==> src/rtl/match_ctrl_if.sv <==
// Match controller bus: frame/point/start inputs and score/phase outputs.
interface match_ctrl_if;
    logic       vblnk_in;
    logic       point_p1;
    logic       point_p2;
    logic       start_btn;
    logic [3:0] score_p1;
    logic [3:0] score_p2;
    logic       game_active;
    logic       serve;
    logic       show_winner;
    logic       player_won;

    modport master (
        output vblnk_in, point_p1, point_p2, start_btn,
        input  score_p1, score_p2, game_active, serve, show_winner, player_won
    );
    modport slave (
        input  vblnk_in, point_p1, point_p2, start_btn,
        output score_p1, score_p2, game_active, serve, show_winner, player_won
    );
endinterface

==> src/rtl/match_ctrl.sv <==
// Match sequencer: scores points, pauses between serves, holds the winner screen.
// All timing is in frames counted on vblnk rising edges.
module match_ctrl #(
    parameter int WIN_SCORE     = 5,
    parameter int SERVE_FRAMES  = 60,
    parameter int WINNER_FRAMES = 300,
    parameter int FRM_W         = 10
) (
    input  logic         pclk,
    input  logic         rst,
    match_ctrl_if.slave  bus
);
    typedef enum logic [1:0] {S_IDLE, S_PLAY, S_SERVE_WAIT, S_WINNER} state_e;

    localparam logic [3:0]       WIN_N   = 4'(WIN_SCORE);
    localparam logic [FRM_W-1:0] SERVE_N = FRM_W'(SERVE_FRAMES);
    localparam logic [FRM_W-1:0] HOLD_N  = FRM_W'(WINNER_FRAMES);

    state_e           state_q, state_d;
    logic [3:0]       score1_q, score1_d, score2_q, score2_d;
    logic [FRM_W-1:0] frm_q, frm_d, frm_inc;
    logic             serve_q, serve_d;
    logic             won_q, won_d;
    logic             active_q, show_q;
    logic             vblnk_q, start_q;
    logic             frame_tick, start_rise;

    assign frame_tick = bus.vblnk_in & ~vblnk_q;
    assign start_rise = bus.start_btn & ~start_q;
    assign frm_inc    = frm_q + 1'b1;

    always_comb begin
        state_d  = state_q;
        score1_d = score1_q;
        score2_d = score2_q;
        frm_d    = frm_q;
        serve_d  = 1'b0;
        won_d    = won_q;
        case (state_q)
            S_IDLE: begin
                if (start_rise) begin
                    score1_d = '0;
                    score2_d = '0;
                    serve_d  = 1'b1;
                    state_d  = S_PLAY;
                end
            end
            S_PLAY: begin
                // simultaneous points are treated as a glitch and dropped
                if (bus.point_p1 && !bus.point_p2) begin
                    if (score1_q != WIN_N) score1_d = score1_q + 4'd1;
                    frm_d   = '0;
                    won_d   = (score1_q + 4'd1 == WIN_N) ? 1'b0 : won_q;
                    state_d = (score1_q + 4'd1 == WIN_N) ? S_WINNER : S_SERVE_WAIT;
                end else if (bus.point_p2 && !bus.point_p1) begin
                    if (score2_q != WIN_N) score2_d = score2_q + 4'd1;
                    frm_d   = '0;
                    won_d   = (score2_q + 4'd1 == WIN_N) ? 1'b1 : won_q;
                    state_d = (score2_q + 4'd1 == WIN_N) ? S_WINNER : S_SERVE_WAIT;
                end
            end
            S_SERVE_WAIT: begin
                if (frame_tick) begin
                    if (frm_inc == SERVE_N) begin
                        serve_d = 1'b1;
                        state_d = S_PLAY;
                    end else begin
                        frm_d = frm_inc;
                    end
                end
            end
            S_WINNER: begin
                if (start_rise) begin
                    score1_d = '0;
                    score2_d = '0;
                    serve_d  = 1'b1;
                    state_d  = S_PLAY;
                end else if (frame_tick) begin
                    if (frm_inc == HOLD_N) state_d = S_IDLE;
                    else                   frm_d   = frm_inc;
                end
            end
            default: state_d = S_IDLE;
        endcase
    end

    always_ff @(posedge pclk) begin
        if (rst) begin
            state_q  <= S_IDLE;
            score1_q <= '0;
            score2_q <= '0;
            frm_q    <= '0;
            serve_q  <= 1'b0;
            won_q    <= 1'b0;
            active_q <= 1'b0;
            show_q   <= 1'b0;
            vblnk_q  <= 1'b0;
            // a button already held while in reset must not look like a fresh press
            start_q  <= bus.start_btn;
        end else begin
            state_q  <= state_d;
            score1_q <= score1_d;
            score2_q <= score2_d;
            frm_q    <= frm_d;
            serve_q  <= serve_d;
            won_q    <= won_d;
            active_q <= (state_d == S_PLAY);
            show_q   <= (state_d == S_WINNER);
            vblnk_q  <= bus.vblnk_in;
            start_q  <= bus.start_btn;
        end
    end

    assign bus.score_p1    = score1_q;
    assign bus.score_p2    = score2_q;
    assign bus.game_active = active_q;
    assign bus.serve       = serve_q;
    assign bus.show_winner = show_q;
    assign bus.player_won  = won_q;
endmodule

==> src/flat_wrapper.sv <==
// flat-port wrapper written by rule: the top's interface ports become plain ports
module match_ctrl_flat 
#(
    parameter int WIN_SCORE     = 5,
    parameter int SERVE_FRAMES  = 60,
    parameter int WINNER_FRAMES = 300,
    parameter int FRM_W         = 10
)
  (pclk, rst, bus_vblnk_in, bus_point_p1, bus_point_p2, bus_start_btn, bus_score_p1, bus_score_p2, bus_game_active, bus_serve, bus_show_winner, bus_player_won);
  match_ctrl_if bus_i ();
  input  logic pclk;
  input  logic rst;
  input wire logic [$bits(bus_i.vblnk_in)-1:0] bus_vblnk_in;
  input wire logic [$bits(bus_i.point_p1)-1:0] bus_point_p1;
  input wire logic [$bits(bus_i.point_p2)-1:0] bus_point_p2;
  input wire logic [$bits(bus_i.start_btn)-1:0] bus_start_btn;
  output wire logic [$bits(bus_i.score_p1)-1:0] bus_score_p1;
  output wire logic [$bits(bus_i.score_p2)-1:0] bus_score_p2;
  output wire logic [$bits(bus_i.game_active)-1:0] bus_game_active;
  output wire logic [$bits(bus_i.serve)-1:0] bus_serve;
  output wire logic [$bits(bus_i.show_winner)-1:0] bus_show_winner;
  output wire logic [$bits(bus_i.player_won)-1:0] bus_player_won;
  assign bus_i.vblnk_in = bus_vblnk_in;
  assign bus_i.point_p1 = bus_point_p1;
  assign bus_i.point_p2 = bus_point_p2;
  assign bus_i.start_btn = bus_start_btn;
  assign bus_score_p1 = bus_i.score_p1;
  assign bus_score_p2 = bus_i.score_p2;
  assign bus_game_active = bus_i.game_active;
  assign bus_serve = bus_i.serve;
  assign bus_show_winner = bus_i.show_winner;
  assign bus_player_won = bus_i.player_won;
  match_ctrl #(.WIN_SCORE(WIN_SCORE), .SERVE_FRAMES(SERVE_FRAMES), .WINNER_FRAMES(WINNER_FRAMES), .FRM_W(FRM_W)) u_core (.pclk(pclk), .rst(rst), .bus(bus_i));
endmodule
==> config.mk <==
export PLATFORM = sky130hd
export DESIGN_NAME = match_ctrl_flat
export DESIGN_NICKNAME = d
export VERILOG_FILES = /design/src/rtl/match_ctrl_if.sv /design/src/rtl/match_ctrl.sv /design/src/flat_wrapper.sv
export SDC_FILE = /design/constraint.sdc
export NUM_CORES = 1
export LEC_CHECK = 0
export BUFFER_PORTS_ARGS = -buffer_cell sky130_fd_sc_hd__buf_4
export CORE_ASPECT_RATIO = 1.4
export CORE_MARGIN = 8
export CORE_UTILIZATION = 55
export CTS_BUF_LIST = sky130_fd_sc_hd__clkbuf_16
export CTS_CLUSTER_SIZE = 14
export DETAILED_ROUTE_END_ITERATION = 16
export PLACE_DENSITY = 0.75
export SLEW_MARGIN = 20
export SYNTH_ARGS = -nofsm -noshare
export SYNTH_HDL_FRONTEND = slang
export SYNTH_SLANG_ARGS = --single-unit
==> constraint.sdc <==
create_clock -name pclk -period 3.05 [get_ports pclk]
set_input_delay 0.1525 -clock pclk [delete_from_list [all_inputs] [get_ports pclk]]
set_output_delay 0.1525 -clock pclk [all_outputs]
set_load 0.01 [all_outputs]
==> impl_metrics.json <==
{
  "cts_root_buffer": "clkbuf_16",
  "die-area_um2": 5080,
  "gp_congestion": 0.878,
  "numCtsBuffers": 3,
  "dieHeight_um": 81.2,
  "vias": 1613,
  "fp.dieW_um": 62.6,
  "wl_per_cell_um": 15.7,
  "synth_xor_xnor_area_share_pct": 2.10,
  "grt_pass1_wl_um": 6620,
  "synthSimpleGateAreaFrac_pct": 25.6,
  "clk_latency_ps": 260,
  "diodes": 0,
  "num_rows": 23,
  "tns_ps": 0,
  "worstSetupStartpoint": "u_core.frm_q[0]",
  "rsz0062_at_grt": "no",
  "fin_worst_skew_ps": 4.67,
  "dpl.hpwl_um": 3030,
  "clock_path_buffers": 2,
  "synth_fa_ha_area_share_pct": 8.25,
  "wirelength_um": 4080,
  "core-area_um2": 2880,
  "grtUsageTotal_pct": 15.7,
  "cts_sinks": 26,
  "h-tree-depth": 1,
  "cts_tree": "built",
  "period_needed_ps": 2400,
  "grt_overflow": 0,
  "power_density_nw_per_um2": 509,
  "arrival_ps": 2560,
  "syn_area_um2": 1670,
  "holdCritPathClass": "in2reg",
  "io_pins": 18,
  "placed_area_um2": 1820,
  "finalNetCount": 241,
  "synthesis.nets": 224,
  "antenna_found_initial": 0,
  "r2r-start": "u_core.frm_q[0]",
  "drive_gt1_share_pct": 12.6,
  "fin_area_um2": 1910,
  "grt_pass1_vias": 1554,
  "ir_drop_uv": 363,
  "synth_edf_count": 0,
  "crit_fanout": 9,
  "synth-compound-area-share_pct": 24.7,
  "io_buffer_count": 17,
  "hp-start": "bus_vblnk_in",
  "yosysSeqAreaShare_pct": 31.2,
  "initial_utilization_pct": 58.0,
  "synth_top_family_by_area": "simple AND/OR/NAND/NOR gates",
  "detail-route-antenna-nets": 0,
  "path_clk_slew_ps": 60,
  "post-route-period-util_pct": 78.6,
  "ys.flop_type": "dfxtp_1",
  "grt_max_degree": 28,
  "max-cap-violations": 0,
  "syn_avg_cell_area_um2": 8.06,
  "start_kind": "flop",
  "drc": 0,
  "vias_per_cell": 6.20,
  "ys_types": 48,
  "p_leak_nw": 0.759,
  "syn_inst": 207,
  "setup_violations": 0,
  "ys_warn_count": 0,
  "path_class": "reg2reg",
  "drt-initial-drc-count": 92,
  "cp-end-kind": "flop",
  "syn_to_final_growth_pct": 14.5,
  "slew_headroom_pct": 62.6,
  "final_hold_viol_count": 0,
  "worstMarginPinSlew_ps": 560,
  "max_freq_mhz": 417,
  "async_flop_share_pct": 0,
  "cts_setup_buffers": 0,
  "synth_mux_area_share_pct": 3.07,
  "crit_required_ps": 3210,
  "synth_seq_cells": 26,
  "outcome": "complete, no violations",
  "drt-pass1-iter-count": 5,
  "maxSlewViolCount": 0
}
per-stage QoR:
stage	setup slack [ps]	util (%)	power, mW	hold slack, ps	cells
floorplan	911	-	0.588	180	207
global placement	789	63.3	0.667	267	255
detailed placement	705	63.3	0.677	268	255
CTS	645	66.1	0.973	0.0164	259
global route	504	66.4	1.02	110	260
finish	652	66.4	0.972	109	260
critical path, stage by stage, from the launching register on:
cell	delay, ps
dfxtp_1	400
ha_1	300
and3_1	260
mux2i_1	120
and2_1	210
o21ai_1	350
o211ai_2	290
o41ai_1	370
power by group:
part           switching [mW]  internal (mW)  total, mW
Sequential             0.0255          0.361      0.387
Clock                   0.118          0.176      0.293
Combinational           0.178          0.114      0.292
per-layer routing:
| metal | vias up | GRT usage (%) | wire (µm) |
|---|---|---|---|
| li1 | 795 | - | - |
| met5 | - | 0 | 0 |
| met4 | 0 | 10.1 | 127 |
| met2 | 43 | 32.7 | 2240 |
| met3 | 13 | 2.34 | 123 |
| met1 | 762 | 13.7 | 1580 |
synth_stat cells (6+ instances only):
master / instances / area share (%)
inv_1: 15 / 3.4
clkbuf_1: 6 / 1.3
nand2_1: 14 / 3.1
a21oi_1: 8 / 2.4
nor2_1: 21 / 4.7
a31oi_1: 7 / 2.6
nor2b_1: 7 / 2.6
dfxtp_1: 26 / 31
ha_1: 11 / 8.2
o21ai_0: 13 / 3.9
nand3_1: 10 / 3.0
nand3b_1: 6 / 2.7
layout make-up:
class | count | area, µm²
Multi-Input combinational cell | 159 | 1060
Fill cell | 245 | 966
Sequential cell | 26 | 520
Timing Repair Buffer | 19 | 145
Clock buffer | 3 | 75.1
Inverter | 15 | 56.3
Tap cell | 37 | 46.3
Clock inverter | 1 | 3.75
cell families after synthesis:
kind of cell / after synthesis
xor+xnor: 4
mux: 5
simple gates: 82
flops: 26
fa+ha+maj: 11
buf+inv: 22
compound gates: 57
flip-flops by register name, summed over array words and instances (netlist names):
| signal | count |
|---|---|
| u_core.bus.game_active | 1 |
| u_core.bus.player_won | 1 |
| u_core.bus.score_p1 | 4 |
| u_core.bus.score_p2 | 4 |
| u_core.bus.serve | 1 |
| u_core.bus.show_winner | 1 |
| u_core.frm_q | 10 |
| u_core.start_q | 1 |
| u_core.state_q | 2 |
| u_core.vblnk_q | 1 |
path summary, 6_finish.rpt:
check / end / cells past startpoint / slack [ps]
max: u_core.frm_q[9] / 7 / 650
min: u_core.vblnk_q / 2 / 110
max reg2reg: u_core.frm_q[9] / 7 / 650
min reg2reg: u_core.frm_q[9] / 2 / 520
cell usage in the layout, fill, tap and decap left out, drive strengths merged, types with 2 or more instances in the layout:
cell,count
nor3,2
o211a,2
nor2,21
mux2i,4
and2,2
buf,18
xor2,3
o41ai,3
o21a,2
clkbuf,3
nand4,5
dfxtp,26
nand2b,3
a2111oi,3
a21boi,2
nand3b,6
o22ai,2
a21oi,8
nand2,14
nand3,10
o32ai,2
nor2b,7
a31oi,7
or4,4
ha,11
inv,15
o21ai,15
and3,5
repair_timing:
item / in CTS / in global routing
gates resized for setup: 0 / 0
hold buffers: 0 / 1
endpoints found under the hold margin: 0 / 1
Power figures use the tool's default switching activity.
